**config.mk**
```make
export PLATFORM = sky130hd
export DESIGN_NAME = step_ctrl
export DESIGN_NICKNAME = d
export VERILOG_FILES = /design/src/rtl/step_ctrl_pkg.sv /design/src/rtl/step_ctrl_debounce.sv /design/src/rtl/step_ctrl.sv
export SDC_FILE = /design/constraint.sdc
export NUM_CORES = 1
export LEC_CHECK = 0
export CAP_MARGIN = 5
export CORE_ASPECT_RATIO = 1.5
export CORE_MARGIN = 2
export CORE_UTILIZATION = 50
export CTS_CLUSTER_DIAMETER = 60
export DETAILED_ROUTE_END_ITERATION = 12
export PLACE_DENSITY = 0.81
export SYNTH_ARGS = -nofsm -noshare
export SYNTH_HDL_FRONTEND = slang
export SYNTH_SLANG_ARGS = --single-unit
```
**constraint.sdc**
```tcl
create_clock -name fastclk -period 2.29 [get_ports fastclk]
set_clock_uncertainty 0.05 [all_clocks]
set_input_delay 0.458 -clock fastclk [delete_from_list [all_inputs] [get_ports fastclk]]
set_output_delay 0.458 -clock fastclk [all_outputs]
set_load 0.02 [all_outputs]
```
**src/rtl/step_ctrl_pkg.sv**
```systemverilog
// Shared types and default sizing for the picoNISC execution-clock controller.
// The state encoding is also what the board LEDs display.
package step_ctrl_pkg;

    typedef enum logic [1:0] {
        STOPPED = 2'd0,
        RUN     = 2'd1,
        STEP    = 2'd2,
        HALTED  = 2'd3
    } ctrl_state_t;

    localparam int DIV_W_DEF    = 24;
    localparam int DB_TICKS_DEF = 4;
    localparam int CNT_W_DEF    = 16;

    // Stability counter only has to hold 0 .. ticks-1.
    function automatic int db_cnt_w(input int ticks);
        return (ticks <= 2) ? 1 : $clog2(ticks);
    endfunction

endpackage

```
**src/rtl/step_ctrl_debounce.sv**
```systemverilog
// Two-flop synchroniser followed by a tick-sampled stability filter for one
// raw board input. The debounced output only moves on a tick.
module step_ctrl_debounce
    import step_ctrl_pkg::*;
#(
    parameter int DB_TICKS = DB_TICKS_DEF
) (
    input  logic fastclk,
    input  logic nReset,
    input  logic tick,
    input  logic raw,
    output logic db
);

    localparam int CW = db_cnt_w(DB_TICKS);
    localparam logic [CW-1:0] LAST = CW'(DB_TICKS - 1);

    logic          sync1_q;
    logic          sync2_q;
    logic          db_q;
    logic          db_d;
    logic [CW-1:0] cnt_q;
    logic [CW-1:0] cnt_d;

    // The DB_TICKS-th consecutive differing sample flips the output.
    always_comb begin
        db_d  = db_q;
        cnt_d = cnt_q;
        if (tick) begin
            if (sync2_q != db_q) begin
                if (cnt_q == LAST) begin
                    db_d  = sync2_q;
                    cnt_d = '0;
                end else begin
                    cnt_d = cnt_q + CW'(1);
                end
            end else begin
                cnt_d = '0;
            end
        end
    end

    always_ff @(posedge fastclk or negedge nReset) begin
        if (!nReset) begin
            sync1_q <= 1'b0;
            sync2_q <= 1'b0;
            db_q    <= 1'b0;
            cnt_q   <= '0;
        end else begin
            sync1_q <= raw;
            sync2_q <= sync1_q;
            db_q    <= db_d;
            cnt_q   <= cnt_d;
        end
    end

    assign db = db_q;

endmodule

```
**src/rtl/step_ctrl.sv**
```systemverilog
// CPU clock-enable generator: free-run on the divided tick, single-step from
// a debounced button, or halted on CPU request. Everything runs on fastclk.
module step_ctrl
    import step_ctrl_pkg::*;
#(
    parameter int DIV_W    = DIV_W_DEF,
    parameter int DB_TICKS = DB_TICKS_DEF,
    parameter int CNT_W    = CNT_W_DEF
) (
    input  logic             fastclk,
    input  logic             nReset,
    input  logic             run_sw,
    input  logic             step_btn,
    input  logic             halt,
    output logic             cpu_en,
    output logic             tick,
    output logic [1:0]       state,
    output logic [CNT_W-1:0] step_count
);

    logic [DIV_W-1:0] div_q;
    logic [1:0]       raw_vec;
    logic [1:0]       db_vec;
    logic             run_db;
    logic             step_db;
    logic             step_prev_q;
    logic             step_rise;
    ctrl_state_t      state_q;
    logic             cpu_en_q;
    logic             en_d;
    logic [CNT_W-1:0] step_count_q;

    always_ff @(posedge fastclk or negedge nReset) begin
        if (!nReset) begin
            div_q <= '0;
        end else begin
            div_q <= div_q + DIV_W'(1);
        end
    end

    assign tick = &div_q;

    // Bit 0 is the run switch, bit 1 the step button.
    assign raw_vec = {step_btn, run_sw};

    for (genvar gi = 0; gi < 2; gi++) begin : g_db
        step_ctrl_debounce #(
            .DB_TICKS(DB_TICKS)
        ) u_db (
            .fastclk(fastclk),
            .nReset (nReset),
            .tick   (tick),
            .raw    (raw_vec[gi]),
            .db     (db_vec[gi])
        );
    end

    assign run_db    = db_vec[0];
    assign step_db   = db_vec[1];
    assign step_rise = step_db & ~step_prev_q;

    // Leaving RUN needs !run_db, which already blocks a coincident tick enable.
    always_comb begin
        en_d = ((state_q == RUN) && tick && !halt && run_db) ||
               ((state_q == STEP) && !halt);
    end

    // The counter advances on the same edge that raises cpu_en, so it already
    // includes the pulse while cpu_en is high.
    always_ff @(posedge fastclk or negedge nReset) begin
        if (!nReset) begin
            state_q      <= STOPPED;
            cpu_en_q     <= 1'b0;
            step_count_q <= '0;
            step_prev_q  <= 1'b0;
        end else begin
            step_prev_q <= step_db;
            cpu_en_q    <= en_d;
            if (en_d) begin
                step_count_q <= step_count_q + CNT_W'(1);
            end
            case (state_q)
                STOPPED: begin
                    if (halt)           state_q <= HALTED;
                    else if (run_db)    state_q <= RUN;
                    else if (step_rise) state_q <= STEP;
                end
                RUN: begin
                    if (halt)         state_q <= HALTED;
                    else if (!run_db) state_q <= STOPPED;
                end
                STEP: begin
                    state_q <= halt ? HALTED : STOPPED;
                end
                HALTED: begin
                    if (!run_db && !halt) state_q <= STOPPED;
                end
                default: state_q <= STOPPED;
            endcase
        end
    end

    assign cpu_en     = cpu_en_q;
    assign state      = state_q;
    assign step_count = step_count_q;

endmodule
```
==> qor.csv <==
metric,value,unit
status,finished clean,
cts.sinks,54,
setup_viol,0,
hold_buffers,0,
first_global_vias,1558,
die_h,90.2,um
synth_top_area_share,54.5,%
yosys_register_bits,54,
cts_max_level,2,
p_int,1.49,mW
num_rows,31,
antenna_found_initial,0,
cts_root_buf,clkbuf_8,
fin_nets,264,
synth_cell_types,40,
drtIter0Drc,50,
pwr-share-comb,26.2,%
ys_seq_area_share,54.5,%
drt-total-wl,4.22,mm
drt_first_pass_iters,4,
diodes,0,
max_freq,465,MHz
top_layer_used,met4,
route.layer.met1.wl,1.66,mm
netSwitchingFraction,30.6,%
p_leak,1.39,nW
fin_crit_sh,93.9,%
dp_hpwl,3.00,mm
worstReg2RegEnd,step_count[15],
drc_errors,0,
crit_path_end,tick,
die_x,61.5,um
r2r-start,state[1],
final_antenna_net_count,0,
cp-end-kind,primary output,
post-route-util,61.1,%
report.final.slew_viol_count,0,
gp_congestion,0.747,
whs,0.225,ns
viasPerCell,5.12,
maxCapViolations,0,
clk_pin_slew_worst_paths,0.09,ns
grt_setup_unrepaired,yes,
peakVddDrop,0.535,mV
overflow,0,
synth_area,2480,um^2
drive_above_1_share,13.2,%
worst_skew_pair.late_latency,0.30,ns
critPathRequiredTime,1.78,ns
synth_fp_nets,225,
io-pin-count,25,
start_util,51.5,%
die_area,5550,um^2
cts_made_buffers,5,
portBuffers,24,
crit_fanout,4,
coreArea,4810,um^2
areaGrowthSynthToFinish,18.5,%
worstSetupStartpointType,flip-flop,
holdCritPathClass,in2async,
most-common-layout-cells,"dfrtp_1, clkdlybuf4s50_1, xor2_1",
synthCells,211,
layout_commonest_cell,dfrtp_1,
relSlewSlack,56.0,%
routed-wl-met3,96,um
synth-async-reset-ratio,100,%
synth.avg_cell_area,11.7,um^2
synth_top_area_cell,dfrtp_1,
ys.flop_type,dfrtp_1,
crit_start,div_q[18],
vias,1618,
cts_tree,yes,
final.min_clock_period,2.15,ns
p_seq_share,51.1,%
cp.arrival,1.64,ns
synth_edf_count,0,
power_density,731,nW/um^2
critPathKind,reg2out,
rrSetupSlack,0.16,ns
synthTopCellsByArea,"dfrtp_1, xor2_1, xnor2_1, ha_1, nand2_1",
post_drt_wl_per_cell,13.3,um
worstRegToRegCells,8,
grtUsageTotal,16.7,%
wl_met2,2.38,mm
grt_max_degree,55,
clock_power_share,22.7,%
hold_violations,0,
p_sw,658,uW
grt_pass1_wl,7.07,mm
worstMarginPinSlew,0.661,ns
clockBufferDepth,2,
ys_warn_count,0,
post_cts_buffers,0,
fin_setup_tns,0,ns
[through the flow]
step | setup slack [ns] | power, mW | cells | area, um^2
global route | 0.0199 | 2.27 | 316 | 2940
global placement | 0.0829 | 1.65 | 309 | 2860
detailed placement | 0.0573 | 1.67 | 309 | 2860
floorplan | 0.369 | 1.43 | 211 | 2480
CTS | 0.0138 | 2.17 | 316 | 2930
finish | 0.139 | 2.15 | 316 | 2940
[cell families after synthesis]
logic type | after synthesis | synth area share [%]
flops | 54 | 54.5
mux | 5 | 2.17
xor+xnor | 39 | 13.8
buf+inv | 14 | 2.47
fa+ha+maj | 9 | 4.54
simple gates | 79 | 19.6
compound gates | 11 | 2.93
[layout make-up]
cell class                      instances  area [um^2]
Clock buffer                            7         76.3
Fill cell                             428         1870
Inverter                               12         45.0
Multi-Input combinational cell        143         1080
Sequential cell                        54         1350
Tap cell                               66         82.6
Timing Repair Buffer                   34          305
[critical path, cell delays in order (launching register included)]
cell	delay, ns
dfrtp_1	0.40
and4_1	0.28
and3_2	0.25
nand4_1	0.16
inv_1	0.08
clkbuf_2	0.16
[routing by layer]
layer,vias to the layer above,global-route usage [%]
met4,0,4.96
met5,-,0
li1,787,-
met2,27,29.3
met3,7,3.88
met1,797,19.4
[worst min-delay path by stage]
stage	from	endpoint
floorplan	nReset	cpu_en
global placement	g_db[1].u_db.sync1_q	g_db[1].u_db.sync2_q
detailed placement	g_db[0].u_db.sync1_q	g_db[0].u_db.sync2_q
CTS	nReset	div_q[13]
global route	nReset	step_count[13]
finish	nReset	step_count[13]
[timing repair]
| item | in CTS | in global routing |
|---|---|---|
| gates resized for setup | 2 | 3 |
| gates cloned | 0 | 0 |
| endpoints found under the hold margin | 0 | 0 |
| setup endpoints to repair | 1 | 3 |
[synthesized netlist by cell type, types with 2 or more instances]
library cell,n
nor3_2,5
nor2_1,15
xnor2_1,18
and3_1,3
mux2_1,2
nor4_1,2
nand3_1,12
mux2i_1,2
o21ai_0,4
nor3b_2,2
dfrtp_1,54
nand2_1,17
and4_1,3
nand4_1,6
a21oi_1,2
xor2_1,21
inv_1,12
ha_1,9
[power groups by stage]
stage	Sequential [mW]	Combinational [mW]	Clock [mW]
4_1_cts	1.10	0.560	0.510
3_3_place_gp	1.11	0.538	0
5_1_grt	1.11	0.621	0.541
3_5_place_dp	1.12	0.557	0
6_report	1.10	0.562	0.488
2_1_floorplan	1.18	0.254	0
[registers in the layout (all words and copies together), names as in the netlist]
signal / count
div_q: 24
step_prev_q: 1
g_db.u_db.cnt_q: 4
g_db.u_db.sync1_q: 2
cpu_en: 1
step_count: 16
state: 2
g_db.u_db.sync2_q: 2
g_db.u_db.db: 2
Note: power is estimated with default switching activity, not from simulation.
